<file path="src/rtl/spike_window_counter.sv">
// Rate-coded readout for the LIF layer: counts spikes per channel over a fixed
// window of enabled cycles, then publishes saturated counts, argmax and a valid strobe.
module spike_window_counter #(
    parameter int N_CH   = 4,
    parameter int CW     = 4,
    parameter int WINDOW = 16
) (
    input  logic                 clk,
    input  logic                 reset_n,
    input  logic                 en,
    input  logic                 clear,
    input  logic [N_CH-1:0]      spk,
    output logic [N_CH*CW-1:0]   count_o,
    output logic [2:0]           winner_o,
    output logic                 any_o,
    output logic                 valid_o
);

    localparam int              WCW     = $clog2(WINDOW);
    localparam logic [WCW-1:0]  LAST    = WCW'(WINDOW - 1);
    localparam logic [CW-1:0]   SAT_MAX = '1;

    logic [WCW-1:0]      r_wcnt;
    logic [CW-1:0]       r_acc [N_CH];
    logic [N_CH*CW-1:0]  r_count;
    logic [2:0]          r_winner;
    logic                r_any;
    logic                r_valid;

    logic [CW-1:0]       w_sum [N_CH];
    logic [N_CH*CW-1:0]  w_sum_flat;
    logic [CW-1:0]       w_best;
    logic [2:0]          w_winner;
    logic                w_any;
    logic                w_last;

    assign w_last = (r_wcnt == LAST);

    // Saturating next-count per channel; this is also the final value at window end,
    // so a spike in the last enabled cycle is always included.
    // NOTE: every always_comb output gets a default before any conditional
    // update, so no path leaves a signal unassigned and no latch is inferred.
    always_comb begin
        w_sum_flat = '0;
        for (int i = 0; i < N_CH; i++) begin
            w_sum[i] = (spk[i] && (r_acc[i] != SAT_MAX)) ? r_acc[i] + CW'(1) : r_acc[i];
            w_sum_flat[i*CW +: CW] = w_sum[i];
        end
    end

    // Strict '>' keeps the lowest index on ties; all-zero leaves the winner at 0.
    always_comb begin
        w_best   = w_sum[0];
        w_winner = 3'd0;
        w_any    = 1'b0;
        for (int i = 0; i < N_CH; i++) begin
            if (w_sum[i] > w_best) begin
                w_best   = w_sum[i];
                w_winner = 3'(i);
            end
            w_any = w_any | (w_sum[i] != '0);
        end
    end

    // NOTE: sequential state uses non-blocking assignments only, so every
    // register samples the pre-edge values regardless of statement order.
    // NOTE: the accumulator array is reset explicitly; an aborted window
    // must never leak partial counts into the next one.
    always_ff @(posedge clk or negedge reset_n) begin
        if (!reset_n) begin
            r_wcnt   <= '0;
            for (int i = 0; i < N_CH; i++) r_acc[i] <= '0;
            r_count  <= '0;
            r_winner <= '0;
            r_any    <= 1'b0;
            r_valid  <= 1'b0;
        end else begin
            r_valid <= 1'b0;
            if (clear) begin
                r_wcnt <= '0;
                for (int i = 0; i < N_CH; i++) r_acc[i] <= '0;
            end else if (en) begin
                if (w_last) begin
                    r_wcnt   <= '0;
                    for (int i = 0; i < N_CH; i++) r_acc[i] <= '0;
                    r_count  <= w_sum_flat;
                    r_winner <= w_winner;
                    r_any    <= w_any;
                    r_valid  <= 1'b1;
                end else begin
                    r_wcnt <= r_wcnt + WCW'(1);
                    for (int i = 0; i < N_CH; i++) r_acc[i] <= w_sum[i];
                end
            end
        end
    end

    assign count_o  = r_count;
    assign winner_o = r_winner;
    assign any_o    = r_any;
    assign valid_o  = r_valid;

endmodule

</file>
<file path="config.mk">
export PLATFORM = sky130hd
export DESIGN_NAME = spike_window_counter
export DESIGN_NICKNAME = d
export VERILOG_FILES = /design/src/rtl/spike_window_counter.sv
export SDC_FILE = /design/constraint.sdc
export NUM_CORES = 1
export LEC_CHECK = 0
export CORE_UTILIZATION = 39
export CTS_CLUSTER_DIAMETER = 50
export DETAILED_ROUTE_END_ITERATION = 8
export PLACE_DENSITY = 0.69
export SKIP_LAST_GASP = 1
export SLEW_MARGIN = 30
export SYNTH_ARGS = -nofsm -noshare
export SYNTH_HDL_FRONTEND = slang
export SYNTH_SLANG_ARGS = --single-unit
</file>
<file path="constraint.sdc">
create_clock -name clk -period 6.6 [get_ports clk]
set_input_delay 1.98 -clock clk [delete_from_list [all_inputs] [get_ports clk]]
set_output_delay 1.98 -clock clk [all_outputs]
set_load 0.02 [all_outputs]
</file>
==> flow_summary.toml, run 1 <==
[outcome]
status = "complete, no violations"

[floorplan]
core_area_sq_mm = 0.005921
die_x_um = 80.16
die_area_sq_mm = 0.006425
num_rows = 28
pin_count = 29
chipHeight_um = 80.16
initial_utilization_pct = 40.24

[synth]
syn_nets = 286
synth_seq_area_share_pct = 42.02
synth_top_family_by_area = "simple AND/OR/NAND/NOR gates"
synth_flop_cell = "dfrtp_1"
synth_area_leader_cell = "dfrtp_1"
synthAdderAreaFrac_pct = 7.878
ys_ff_latch = 40
synthSimpleGateAreaFrac_pct = 20.27
synth_xor_area_share_pct = 2.206
synth_edf_count = 0
synth-compound-area-share_pct = 19.38
yosys-mux-area-fraction_pct = 4.727
avgSynthCellArea_sq_um = 9.058
ys_warn_count = 0
synthCells = 263
synth_area_sq_mm = 0.002382
yosysTopAreaCellShare_pct = 42.02
ys_async_sr_fraction_pct = 100.0
ys_types = 54
synth_top_cells_by_area = "dfrtp_1, ha_1, nand2_1"

[cts]
clock_latency_ns = 0.30
cts_buffer_depth = 2
cts_tree = "built"
cts_buffers = 5
clk_pin_slew_ns = 0.07
htreeDepth = 2
ctsHoldBuffers = 0
cts_root_buf = "clkbuf_8"
clock_sinks = 40

[placed_design]
dpl.hpwl_mm = 3.909
port_buffers = 27
pre_cts_slack_ns = 0.08039
gp_congestion = 0.9125

[timing]
slew_headroom_pct = 40.44
finalCritPeriodShare_pct = 95.20
worst_slew_pin_slew_ns = 0.8934
finalCriticalPeriod_ns = 6.283
report.final.hold_viol_count = 0
drv_slew = 0
setup_viol = 0
hold_ws_ns = 0.4782
finalClockSkew_ns = 0.005284
setup_ws_ns = 0.3171
max_freq_mhz = 159.2

[worst_setup_path]
path_class = "input port to flip-flop"
startpoint_type = "input port"
crit_arrival_ns = 6.45
rr_endpoint = "winner_o[0]"
r2r_cells = 23
worstPathMaxFanout = 8
endpoint_kind = "flip-flop"
worst-r2r-setup-slack_ns = 1.72
required_ns = 6.77
reg2reg_from = "r_acc[8]"

[power]
vdd_drop_max_mv = 0.08994
p_leak_nw = 1.379
cellPowerDensity_mw_per_mm2 = 215.6
p_sw_mw = 0.1722
switching_share_pct = 27.10
seqPwrFrac_pct = 39.9
internal_power_mw = 0.4633
combPwrFrac_pct = 22.9
clock_power_share_pct = 37.2

[routing]
wl_per_cell_um = 14.66
highest_layer = "met4"
met3WireLength_um = 250
detail-route-antenna-nets = 0
totalWireLength_mm = 5.514
initialDrtViolationCount = 105
viasPerCell = 5.444
dr_wl_met2_mm = 2.460
first_pass_iters = 4
drc = 0
num_vias = 2047
m1WireLength_mm = 2.713

[grt]
antenna_found_initial = 0
grt_pass1_wl_mm = 9.591
grt_pass1_vias = 1985
grtUsageTotal_pct = 19.51
grt_overflow = 0
grt_max_degree = 41

[min_path]
hp-start = "count_o[14]"
whs_endpoint = "count_o[14]"
hp-class = "flip-flop to flip-flop"
hold-path-cell-count = 2

[finish]
multi_input_area_sq_mm = 0.001314
layout_commonest_cell = "nand2_1"
final_cell_mix = "nand2_1, dfrtp_1, o21ai_0, clkdlybuf4s50_1, ha_1"
antenna_cells = 0
register_area_sq_mm = 0.001001
nFillCells = 564
fin_nets = 324
area_growth_pct = 23.74
post-route-util_pct = 49.79
drive_gt1_share_pct = 11.63

[flow_run]
maxCapViolCount = 0
==> cell type report <==
class | count | area share (%)
Clock buffer | 5 | 2.334
Clock inverter | 2 | 2.037
Inverter | 11 | 1.401
Multi-Input combinational cell | 203 | 44.57
Sequential cell | 40 | 33.96
Tap cell | 75 | 3.183
Timing Repair Buffer | 40 | 12.52
==> critical path, stage by stage <==
cell and delay [ns]:
clkdlybuf4s50_1 0.56, nand4_1 0.14, mux2i_1 0.27, ha_1 0.30, buf_4 0.15, a41o_1 0.28, o21ai_2 0.23, mux2_1 0.35
ha_1 0.30, and2_1 0.17, o21ai_0 0.08, a32o_2 0.17, nand2_1 0.04, or3_1 0.31, o221ai_1 0.09, ha_1 0.27
nor2b_1 0.13, o21ai_0 0.16, nand2b_1 0.07, a21oi_1 0.14, a41o_1 0.14, a31oi_1 0.10
==> metal layers <==
| layer | track usage, % | vias up |
|---|---|---|
| li1 | - | 1015 |
| met1 | 27.17 | 970 |
| met2 | 30.68 | 54 |
| met3 | 3.182 | 8 |
| met4 | 6.429 | 0 |
| met5 | 0 | - |
==> synth_stat cells (all sizes together), types with 2 or more instances <==
cell type and number:
o31ai 2, and2 3, a31oi 2, o2111a 2, inv 10, nand4 5
nand3 7, o21ai 36, o22ai 2, nand2b 7, o211ai 2, mux2i 9
a211oi 2, dfrtp 40, clkbuf 7, a21o 2, nand2 48, a21oi 10
ha 15, mux2 2, buf 2, a41o 2, nor2 10, nor2b 3
xor2 5, nor3 5, or3 3
==> worst max-delay path by stage <==
stage               cells after the start  startpoint           to  slack (ns)
global route                           24      spk[1]  winner_o[0]       -0.02
floorplan                              23      spk[1]  winner_o[1]        0.50
finish                                 22      spk[0]  winner_o[0]        0.32
CTS                                    23      spk[1]  winner_o[0]        0.29
global placement                       22      spk[0]  winner_o[0]        0.18
detailed placement                     23      spk[1]  winner_o[1]        0.08
==> power by group through the flow <==
stage                     Sequential, mW  Clock (mW)  Combinational (mW)
final                              0.254       0.236               0.145
after global routing               0.254       0.250               0.164
after CTS                          0.254       0.239               0.139
after detailed placement           0.259           0               0.138
after global placement             0.258           0               0.133
after floorplan                    0.257           0              0.0940
==> registers in the layout, summed over array words and instances (netlist names) <==
register	flops
count_o	16
r_acc	16
r_wcnt	4
winner_o	2
any_o	1
valid_o	1
==> repair_timing <==
item	4_1_cts	5_1_grt
resized for setup	0	5
hold endpoints to repair	0	0
setup buffers	0	1
setup endpoints to repair	0	2
==> per-stage QoR <==
stage               total power, mW  setup TNS [ns]  instances  cell area, sq um
global route                 0.6686        -0.01737        376              2948
floorplan                    0.3514               0        263              2382
CTS                          0.6318               0        375              2922
detailed placement           0.3961               0        368              2793
global placement             0.3914               0        368              2793
finish                       0.6356               0        376              2948
==> cells by family after synthesis <==
group,after synthesis
buffers and inverters,20
AO/OA/AOI/OAI,72
other,1
AND/OR/NAND/NOR,98
XOR/XNOR,6
multiplexers,11
adder cells (fa/ha/maj),15
flip-flops,40
No activity file was read; power rests on OpenSTA's default activity.
==> run 2: changes to the inputs <==
--- a/config.mk
+++ b/config.mk
@@ -10,7 +10,8 @@
 export DETAILED_ROUTE_END_ITERATION = 8
 export PLACE_DENSITY = 0.69
 export SKIP_LAST_GASP = 1
-export SLEW_MARGIN = 30
+export SLEW_MARGIN = 15
 export SYNTH_ARGS = -nofsm -noshare
 export SYNTH_HDL_FRONTEND = slang
 export SYNTH_SLANG_ARGS = --single-unit
+export TNS_END_PERCENT = 1
==> run 2 against run 1 <==
Clock skew barely moved; critical path depth did not move; utilization barely moved; sequential power barely moved; sequential share of layout area barely moved; critical path type unchanged.
==> flow_summary.toml, run 2 (same netlist as run 1, synthesis figures left out) <==
[outcome]
status = "complete, no violations"

[flow_run]
maxCapViolCount = 0

[worst_setup_path]
cp_cell_sequence = "clkdlybuf4s50_1, nand4_1, mux2i_1, ha_1, buf_4, a41o_1, o21ai_2, mux2_1, ha_1, and2_1, o21ai_0, a32o_2, nand2_1, or3_1, o221ai_1, ha_1, nor2b_1, o21ai_0, nand2b_1, a21oi_1, a41o_1, a31oi_1"
critPathLaunch = "spk[0]"
reg2reg_from = "r_acc[8]"
worstPathMaxFanout = 8
path_class = "input port to flip-flop"
worst-r2r-setup-slack_ns = 1.72
r2r_cells = 23
required_ns = 6.77
critical_path.max_stage_delay_ns = 0.56
crit_family = "compound AO/OA/AOI/OAI gates"
crit_path_frequent_cell = "ha_1"
startpoint_type = "input port"
critPathSlowestCell = "clkdlybuf4s50_1"
endpoint_kind = "flip-flop"
critPathCapture = "winner_o[0]"
crit_arrival_ns = 6.45
cp.depth = 22
rr_endpoint = "winner_o[0]"
timing.critical_path.buf_inv = 2

[routing]
num_vias = 2043
drc = 0
wl_per_cell_um = 14.68
totalWireLength_mm = 5.519
initialDrtViolationCount = 105
detail-route-antenna-nets = 0
first_pass_iters = 4
viasPerCell = 5.434

[cts]
cts_buffer_depth = 2
htreeDepth = 2
ctsHoldBuffers = 0
cts_buffers = 5
clock_latency_ns = 0.30
clk_pin_slew_ns = 0.07
cts_tree = "built"
clock_sinks = 40
cts_root_buf = "clkbuf_8"

[timing]
setup_viol = 0
worst_slew_pin_slew_ns = 0.9019
report.final.hold_viol_count = 0
finalSetupTns_ns = 0
finalCriticalPeriod_ns = 6.283
drv_slew = 0
max_freq_mhz = 159.2
finalCritPeriodShare_pct = 95.19
slew_headroom_pct = 39.88
finalClockSkew_ns = 0.005461

[floorplan]
pin_count = 29
num_rows = 28
chipHeight_um = 80.16
die_area_sq_mm = 0.006425
core_area_sq_mm = 0.005921
initial_utilization_pct = 40.24
die_x_um = 80.16

[grt]
grt_pass1_wl_mm = 9.591
grt_pass1_vias = 1985
antenna_found_initial = 0
grtUsageTotal_pct = 19.51
grt_overflow = 0
grt_max_degree = 41

[finish]
post-route-util_pct = 49.75
drive_gt1_share_pct = 11.63
postLayoutCellArea_sq_mm = 0.002945
final_cell_mix = "nand2_1, dfrtp_1, o21ai_0, clkdlybuf4s50_1, ha_1"
area_growth_pct = 23.63
antenna_cells = 0
fin_nets = 324
layout_commonest_cell = "nand2_1"

[min_path]
hp-class = "flip-flop to flip-flop"

[placed_design]
dpl.hpwl_mm = 3.909
port_buffers = 27
postPlaceCellArea_sq_mm = 0.002793
gp_congestion = 0.9125

[power]
p_leak_nw = 1.378
vdd_drop_max_mv = 0.08991
cellPowerDensity_mw_per_mm2 = 215.8
run 2: report_power, final:
| group | internal, mW | switching [mW] | total (mW) |
|---|---|---|---|
| clock network | 0.149 | 0.0876 | 0.236 |
| logic | 0.0656 | 0.0797 | 0.145 |
| registers | 0.249 | 0.00508 | 0.254 |
| total | 0.463 | 0.172 | 0.636 |
run 2: routing by layer:
| metal | share of wire, % | track usage, % |
|---|---|---|
| met3 | 4.7 | 3.182 |
| met1 | 49 | 27.17 |
| met2 | 45 | 30.68 |
| met5 | 0 | 0 |
| met4 | 1.6 | 6.429 |
run 2: what timing repair did:
action,4_1_cts,5_1_grt
resized for setup,0,5
endpoints found under the setup margin,0,2
buffers inserted,0,1
run 2: worst min path at each step:
| stage | start | endpoint | cells past startpoint |
|---|---|---|---|
| after floorplan | r_acc[13] | r_acc[13] | 2 |
| after global placement | count_o[14] | count_o[14] | 2 |
| after detailed placement | count_o[14] | count_o[14] | 2 |
| after CTS | count_o[14] | count_o[14] | 2 |
| after global routing | count_o[2] | count_o[2] | 2 |
| final | count_o[14] | count_o[14] | 2 |
run 2: area by class of cell:
type	instances	area [sq um]
Multi-Input combinational cell	203	1314
Inverter	11	41.29
Fill cell	563	2975
Sequential cell	40	1001
Clock inverter	2	60.06
Tap cell	75	93.84
Clock buffer	5	68.82
Timing Repair Buffer	40	366.6
run 2: tightest hold or removal path: stages (launching register included):
cell     delay (ns)
dfrtp_1        0.34
nand2_1        0.05
nand2_1        0.05
run 2: through the flow:
step           hold slack (ns)  setup WS, ns  cells  total power, mW
2_1_floorplan           0.4881        0.5028    263           0.3514
3_3_place_gp            0.4581        0.1836    368           0.3914
3_5_place_dp            0.4644       0.08039    368           0.3961
4_1_cts                 0.4829        0.2935    375           0.6318
5_1_grt                 0.5146      -0.01737    376           0.6684
6_report                0.4782        0.3174    376           0.6355
